**config.mk**
```make
export PLATFORM = sky130hd
export DESIGN_NAME = fpu_result_collector
export DESIGN_NICKNAME = d
export VERILOG_FILES = /design/src/rtl/fpu_result_collector.sv
export SDC_FILE = /design/constraint.sdc
export NUM_CORES = 1
export LEC_CHECK = 0
export BUFFER_PORTS_ARGS = -buffer_cell sky130_fd_sc_hd__buf_2
export CAP_MARGIN = 20
export CELL_PAD_IN_SITES_DETAIL_PLACEMENT = 0
export CELL_PAD_IN_SITES_GLOBAL_PLACEMENT = 1
export CORE_MARGIN = 2
export CORE_UTILIZATION = 35
export CTS_BUF_LIST = sky130_fd_sc_hd__clkbuf_8
export CTS_CLUSTER_SIZE = 30
export DETAILED_ROUTE_END_ITERATION = 10
export PLACE_DENSITY = 0.61
export RECOVER_POWER = 50
export SLEW_MARGIN = 40
export SYNTH_ARGS = -nofsm -noshare
export SYNTH_HDL_FRONTEND = slang
export SYNTH_SLANG_ARGS = --single-unit
```
**constraint.sdc**
```tcl
create_clock -name clk -period 12.1 [get_ports clk]
set_clock_uncertainty 0.05 [all_clocks]
set_input_delay 1.21 -clock clk [delete_from_list [all_inputs] [get_ports clk]]
set_output_delay 1.21 -clock clk [all_outputs]
set_load 0.05 [all_outputs]
```
**src/rtl/fpu_result_collector.sv**
```systemverilog
// fpu_result_collector
// Captures tagged 64-bit FP results into a small FIFO for host read-back.
// Classifies each accepted result (NaN / Inf / zero) into sticky flags and a
// saturating zero counter, and raises done once the sequencer has stopped and
// every captured result has been popped.
//
// Ports:
//   clk, rst          clock (rising edge), asynchronous active-high reset
//   res_valid         result strobe, one cycle per result
//   res_data, res_tag result word (IEEE-754 double) and issuing PC
//   stop_in           sequencer stop level
//   rd_en             host pop request
//   rd_data, rd_tag   popped entry, valid when rd_valid=1 (held otherwise)
//   empty, full,count FIFO occupancy status (registered)
//   overflow          sticky: a result was dropped because the FIFO was full
//   nan_flag,inf_flag sticky classification flags
//   zero_cnt          accepted +/-0 results, saturating at 255
//   done              sequencer stopped and all results drained
module fpu_result_collector #(
   parameter int unsigned DEPTH = 8,
   parameter int unsigned AW    = 3,
   parameter int unsigned TAG_W = 8
) (
   input  logic             clk,
   input  logic             rst,
   input  logic             res_valid,
   input  logic [63:0]      res_data,
   input  logic [TAG_W-1:0] res_tag,
   input  logic             stop_in,
   input  logic             rd_en,
   output logic [63:0]      rd_data,
   output logic [TAG_W-1:0] rd_tag,
   output logic             rd_valid,
   output logic             empty,
   output logic             full,
   output logic [AW:0]      count,
   output logic             overflow,
   output logic             nan_flag,
   output logic             inf_flag,
   output logic [7:0]       zero_cnt,
   output logic             done
);

   localparam int unsigned CW = AW + 1;
   localparam int unsigned EW = TAG_W + 64;
   localparam logic [CW-1:0] FULL_CNT = CW'(DEPTH);

   typedef enum logic [1:0] {
      S_IDLE  = 2'd0,
      S_RUN   = 2'd1,
      S_DRAIN = 2'd2,
      S_DONE  = 2'd3
   } state_t;

   logic [EW-1:0]    mem_q [DEPTH];

   logic [AW-1:0]    wr_ptr_q, wr_ptr_d;
   logic [AW-1:0]    rd_ptr_q, rd_ptr_d;
   logic [CW-1:0]    count_q, count_d;
   logic             empty_q, empty_d;
   logic             full_q, full_d;
   logic [63:0]      rd_data_q, rd_data_d;
   logic [TAG_W-1:0] rd_tag_q, rd_tag_d;
   logic             rd_valid_q, rd_valid_d;
   logic             overflow_q, overflow_d;
   logic             nan_q, nan_d;
   logic             inf_q, inf_d;
   logic [7:0]       zero_cnt_q, zero_cnt_d;
   logic             done_q, done_d;
   state_t           state_q, state_d;

   logic             wr_acc;
   logic             rd_acc;
   logic [10:0]      res_exp;
   logic [51:0]      res_man;
   logic             is_nan, is_inf, is_zero;
   logic [EW-1:0]    rd_entry;

   // A write is accepted when there is room, or when a pop frees a slot on the same edge
   assign wr_acc   = res_valid & (~full_q | rd_en);
   assign rd_acc   = rd_en & ~empty_q;
   assign rd_entry = mem_q[rd_ptr_q];

   // IEEE-754 double classification of the incoming word
   assign res_exp = res_data[62:52];
   assign res_man = res_data[51:0];
   assign is_nan  = (&res_exp) & (|res_man);
   assign is_inf  = (&res_exp) & ~(|res_man);
   assign is_zero = ~(|res_exp) & ~(|res_man);

   // Storage array; contents need no reset since occupancy is tracked by count
   always_ff @(posedge clk) begin
      if (wr_acc) begin
         mem_q[wr_ptr_q] <= {res_tag, res_data};
      end
   end

   // Datapath next-state: pointers, occupancy, read port, flags
   always_comb begin
      wr_ptr_d   = wr_ptr_q;
      rd_ptr_d   = rd_ptr_q;
      count_d    = count_q;
      rd_data_d  = rd_data_q;
      rd_tag_d   = rd_tag_q;
      rd_valid_d = 1'b0;
      overflow_d = overflow_q;
      nan_d      = nan_q;
      inf_d      = inf_q;
      zero_cnt_d = zero_cnt_q;

      if (wr_acc) begin
         wr_ptr_d = wr_ptr_q + AW'(1);
         if (is_nan) nan_d = 1'b1;
         if (is_inf) inf_d = 1'b1;
         if (is_zero && (zero_cnt_q != 8'hFF)) zero_cnt_d = zero_cnt_q + 8'd1;
      end else if (res_valid) begin
         overflow_d = 1'b1;
      end

      // Pop reads the pre-edge head, so a same-edge write never falls through
      if (rd_acc) begin
         rd_ptr_d   = rd_ptr_q + AW'(1);
         rd_data_d  = rd_entry[63:0];
         rd_tag_d   = rd_entry[EW-1:64];
         rd_valid_d = 1'b1;
      end

      count_d = count_q + CW'(wr_acc) - CW'(rd_acc);
      empty_d = (count_d == '0);
      full_d  = (count_d == FULL_CNT);
   end

   // Completion FSM next-state
   always_comb begin
      state_d = state_q;
      case (state_q)
         S_IDLE: begin
            if (wr_acc)       state_d = S_RUN;
            else if (stop_in) state_d = S_DONE;
         end
         S_RUN: begin
            if (stop_in) state_d = S_DRAIN;
         end
         S_DRAIN: begin
            if (wr_acc || !stop_in)                  state_d = S_RUN;
            else if (empty_q && !rd_acc)             state_d = S_DONE;
         end
         S_DONE: begin
            state_d = S_DONE;
         end
         default: state_d = S_IDLE;
      endcase
      done_d = (state_d == S_DONE);
   end

   always_ff @(posedge clk or posedge rst) begin
      if (rst) begin
         wr_ptr_q   <= '0;
         rd_ptr_q   <= '0;
         count_q    <= '0;
         empty_q    <= 1'b1;
         full_q     <= 1'b0;
         rd_data_q  <= '0;
         rd_tag_q   <= '0;
         rd_valid_q <= 1'b0;
         overflow_q <= 1'b0;
         nan_q      <= 1'b0;
         inf_q      <= 1'b0;
         zero_cnt_q <= '0;
         done_q     <= 1'b0;
         state_q    <= S_IDLE;
      end else begin
         wr_ptr_q   <= wr_ptr_d;
         rd_ptr_q   <= rd_ptr_d;
         count_q    <= count_d;
         empty_q    <= empty_d;
         full_q     <= full_d;
         rd_data_q  <= rd_data_d;
         rd_tag_q   <= rd_tag_d;
         rd_valid_q <= rd_valid_d;
         overflow_q <= overflow_d;
         nan_q      <= nan_d;
         inf_q      <= inf_d;
         zero_cnt_q <= zero_cnt_d;
         done_q     <= done_d;
         state_q    <= state_d;
      end
   end

   assign rd_data  = rd_data_q;
   assign rd_tag   = rd_tag_q;
   assign rd_valid = rd_valid_q;
   assign empty    = empty_q;
   assign full     = full_q;
   assign count    = count_q;
   assign overflow = overflow_q;
   assign nan_flag = nan_q;
   assign inf_flag = inf_q;
   assign zero_cnt = zero_cnt_q;
   assign done     = done_q;

endmodule

```
-- Word-level counts from Yosys, hierarchy flattened
Memory sizes are Yosys's and may differ from the RTL's. A register that Yosys moved wholly into a read port is not among the register bits.
Index checks and enable logic that the tools add are counted.
- register bits after elaboration: 27
- bits in writable memories: 576
- input bits: 77
- output and inout bits: 91
- word-level logic and storage cells: 58
- memories kept: 1
- memory list (memory ; depth ; width ; read ports ; clocked after Yosys merged registers in ; wr ports ; RTL line ; text):
    mem_q ; 8 ; 72 ; 1 ; 1 ; 1 ; 55 ; logic [EW-1:0] mem_q [DEPTH];
- add/subtract/negate cells: 5
- equality and inequality tests: 6
- multiplexer cells: 9
- bitwise gates (word level): 11
- reduce and logical (&&, ||, !) cells: 14
- operators by type and width (kind ; number):
    $reduce_or A52 Y1 ; 1
    $reduce_and A11 Y1 ; 1
    $reduce_or A11 Y1 ; 1
    $mux W2 ; 5
    $add A8 B1 Y8 const B ; 1
    $ne A8 B8 Y1 const B ; 1
    $pmux W2 S4 ; 1
    $reduce_and A2 Y1 ; 4
    $add A3 B1 Y3 const B ; 2
    $eq A2 B2 Y1 const B ; 3
    $and A1 B1 Y1 ; 5
    $not A1 Y1 ; 5
    $add A4 B1 Y4 ; 1
    $eq A4 B4 Y1 const B ; 1
    $logic_not A4 Y1 ; 1
    $sub A4 B1 Y4 ; 1
    $mux W1 ; 3
    $eq A2 B1 Y1 const B ; 1
    $logic_and A1 B1 Y1 ; 2
    $logic_not A1 Y1 ; 2
    $logic_not A2 Y1 ; 1
    $logic_or A1 B1 Y1 ; 1
    $or A1 B1 Y1 ; 1

-- Longest topological paths before layout
- depth after elaboration: 8
- depth in mapped cells: 11
- depth with buffers taken out: 10

-- Worst setup path after synthesis
Ideal clock, no wire load.
- kind: input to register
- start: in rd_en
- end: mem mem_q[0][0] in the netlist's numbering, enable pin
- library setup time: 0.679 ns
- arrival: 8.340 ns
- data required time: 11.371 ns
- setup slack: 3.031 ns
- cell stages on the path: 3
- buffers on the path: 0
- path through: nand2b_1 -> nand2_1 -> nor4_1
- word-level cells in the longest chain between the ends: 4
- ends and longest elaborated chain (element ; RTL line ; text):
    from (decl) ; 30 ; input logic rd_en,
    $or A1 B1 Y1 ; 80 ; assign wr_acc = res_valid & (~full_q | rd_en);
    $and A1 B1 Y1 ; 80 ;
    $mux W1 ; 93 ; if (wr_acc) begin
    $mux W1 (implied by the code) ; 94 ; mem_q[wr_ptr_q] <= {res_tag, res_data};
    to (decl) ; 55 ;
No other way between the ends.

==> metrics <==
status finished, violations left; failing checks max-capacitance violations, max-slew violations; crit share post-route between 40% and 50%; synthesized area around 25000 sq um; ratio of cells with drive above 1 in the final layout ~27%; Worst IR Drop VDD between 0.0001 and 0.00015 V; global route overflow 0; CTS tree built; ant diodes 0; critical path required time about 11000 ps; Inserted Clock Buffers roughly 110; fin nets approximately 1.5k; post-synthesis sequential area ratio just under 80%; endpoints failing hold 0; Synth Register Bits approximately 680; largest net degree at the start of global routing 82; Critical path buffers and inverters 3; WP data arrival 5250 ps; Rows around 100; CTS Buffer Depth 3; Total Wirelength about 55 mm; Avg WL per Cell 22.1 um; worst-path cell chain buf_2, clkinvlp_2, clkbuf_1; number of global-route vias before repair roughly 13k; Ports between 150 and 200; FILL cells 6428; clk_lat worst skew approximately 710 ps; Total GRT Usage between 10 and 15%; setup bufs post-CTS 0; worst-margin pin slew approximately 3800 ps; number of synthesis warnings 0; clock-pin slew on the worst setup and hold paths 60 ps; synth unique cells 39; global-route wire length before repair approximately 83 mm; initial antenna violation count 5; critical path fanouts, max 61; CP Class input port to async pin; vias between 10k and 15k; Leakage 10.1 nW; max-slew violations between 200 and 250; Die Ht roughly 270 um; Post-Synthesis Cells about 1.2k; clock root buffer master clkbuf_8; max-cap violations 4; Worst setup EP type async pin; CTS sink count 675; post_cts resized 0; die width ~270 um; Residual DRC 0; Die Footprint 74800 sq um; RSZ-0062 raised after global routing no; Setup TNS 0 ps; hold buffer count at CTS 0; vias per cell between 4 and 5; Core Area approximately 72000 sq um; cell area after layout about 29000 sq um; Pwr per Cell Area roughly 240 nW/um^2; Hold WC Path Type flop to flop; Area after DPL 27500 sq um; Detail Placement HPWL 32.2 mm; fin crit period around 6000 ps; First-pass DRT Iterations 6; CTS H-tree depth 3; initial drt markers between 700 and 800; Max-slew headroom -150%; startpoint class of the critical path input port; synthesis-to-finish area growth 16.0%; Crit path largest cell delay approximately 2700 ps; Initial Utilization 35.4%; Synth Net Count 1291; fmax 170 MHz; largest delay contributor family on the critical path buffers and inverters; RD Place Congestion 0.710; IO Port Bufs 167; Slowest cell on crit path clkbuf_1; mean post-synth cell area 21.1 sq um; final setup vio count 0; antenna-violating nets left 0
==> worst paths after layout <==
path	start	endpoint	slack, ps	cells after the start
setup / recovery	rst	rd_ptr_q[0]	6210	3
hold / removal	rd_data[52]	rd_data[52]	420	2
setup reg to reg	empty	rd_data[22]	8140	3
hold reg to reg	rd_data[52]	rd_data[52]	420	2
max in group clk	empty	rd_data[22]	8140	3
min in group asynchronous	rst	rd_ptr_q[1]	950	2
==> worst reg2reg max path, cell delays in order (launching register included) <==
cell and delay [ps]:
dfstp_1 530, nand2b_1 710, clkbuf_1 2020, o21ai_0 380
==> area by class of cell <==
| type | count | area, sq um | share of cell area (%) |
|---|---|---|---|
| inverter | 10 | 38.8 | 0.132 |
| timing repair buffer | 191 | 1000 | 3.40 |
| tap | 950 | 1190 | 4.03 |
| sequential | 675 | 19800 | 67.1 |
| multi-input combinational | 466 | 5380 | 18.2 |
| clock inverter | 95 | 518 | 1.76 |
| clock buffer | 114 | 1570 | 5.32 |
==> per-stage QoR <==
stage / setup WS (ps) / total power [W] / hold slack (ps) / util [%] / cells
2_1_floorplan: 3030 / 0.00479 / 424 / - / 1207
4_1_cts: 8820 / 0.00732 / 428 / 41.3 / 2500
3_5_place_dp: 8160 / 0.00545 / 416 / 38.4 / 2291
3_3_place_gp: 8140 / 0.00540 / 409 / 38.2 / 2287
6_report: 6210 / 0.00718 / 420 / 41.1 / 2501
5_1_grt: 5120 / 0.00757 / 446 / 41.1 / 2501
==> report_power, final <==
group | switching [W] | leakage [nW] | total, W | internal (W)
Clock | 0.000901 | 1.21 | 0.00185 | 0.000947
Sequential | 0.000192 | 6.43 | 0.00315 | 0.00296
Combinational | 0.00137 | 2.49 | 0.00217 | 0.000804
Total | 0.00246 | 10.1 | 0.00718 | 0.00471
==> metal layers <==
metal / GRT usage, % / part of all wire (%) / wire, um / vias up
met3: 3.75 / 5.8 / 3180 / 70
met5: 0 / 0.10 / 55 / -
li1: - / - / - / 5417
met1: 20.8 / 45 / 25100 / 6486
met4: 4.20 / 1.4 / 774 / 8
met2: 23.3 / 47 / 26100 / 309
==> state kept, by name, indices dropped and copies added, names as in the netlist <==
name,count
count,4
done,1
empty,1
full,1
inf_flag,1
mem_q,576
nan_flag,1
overflow,1
rd_data,64
rd_ptr_q,3
rd_tag,8
rd_valid,1
state_q,2
wr_ptr_q,3
zero_cnt,8
==> cells in the final DEF, fill, tap and decap left out, types with 5 or more instances in the layout <==
cell and n:
inv_1 49, buf_4 5, buf_6 8, o21ai_0 61
nor4_1 14, o21ai_1 13, nand2_1 92, clkinv_2 17
buf_2 94, nor3_2 7, xor2_1 5, nand3_1 5
ha_1 6, mux2i_1 72, mux4_2 144, xnor2_1 9
dfrtp_1 95, clkbuf_8 114, clkinv_1 26, edfxtp_1 576
clkbuf_1 79
==> cell usage after synthesis (all sizes together) <==
| library cell | n | area [sq um] |
|---|---|---|
| a21o | 2 | 15.0 |
| a21oi | 2 | 10.0 |
| a31o | 1 | 8.76 |
| and2 | 2 | 12.5 |
| and4 | 1 | 8.76 |
| buf | 31 | 183 |
| clkbuf | 25 | 93.8 |
| dfrtp | 98 | 2450 |
| dfstp | 1 | 26.3 |
| edfxtp | 576 | 17300 |
| fa | 1 | 20.0 |
| ha | 6 | 75.1 |
| inv | 10 | 37.5 |
| mux2 | 1 | 11.3 |
| mux2i | 72 | 721 |
| mux4 | 144 | 3240 |
| nand2 | 92 | 345 |
| nand2b | 4 | 25.0 |
| nand3 | 5 | 25.0 |
| nand3b | 1 | 7.51 |
| nand4 | 4 | 25.0 |
| nor2 | 7 | 26.3 |
| nor2b | 1 | 6.26 |
| nor3 | 11 | 86.3 |
| nor4 | 17 | 119 |
| o2111ai | 1 | 26.3 |
| o21ai | 74 | 370 |
| o21bai | 1 | 7.51 |
| o32a | 1 | 10.0 |
| or3 | 1 | 6.26 |
| xnor2 | 9 | 78.8 |
| xor2 | 5 | 43.8 |
==> cells by family after synthesis <==
kind of cell             share of synthesized area, %
adder cells (fa/ha/maj)                         0.374
buffers and inverters                            1.24
flip-flops                                       77.8
multiplexers                                     15.6
XOR/XNOR                                        0.482
AO/OA/AOI/OAI                                    1.76
AND/OR/NAND/NOR                                  2.73
Note: power is estimated with default switching activity, not from simulation.
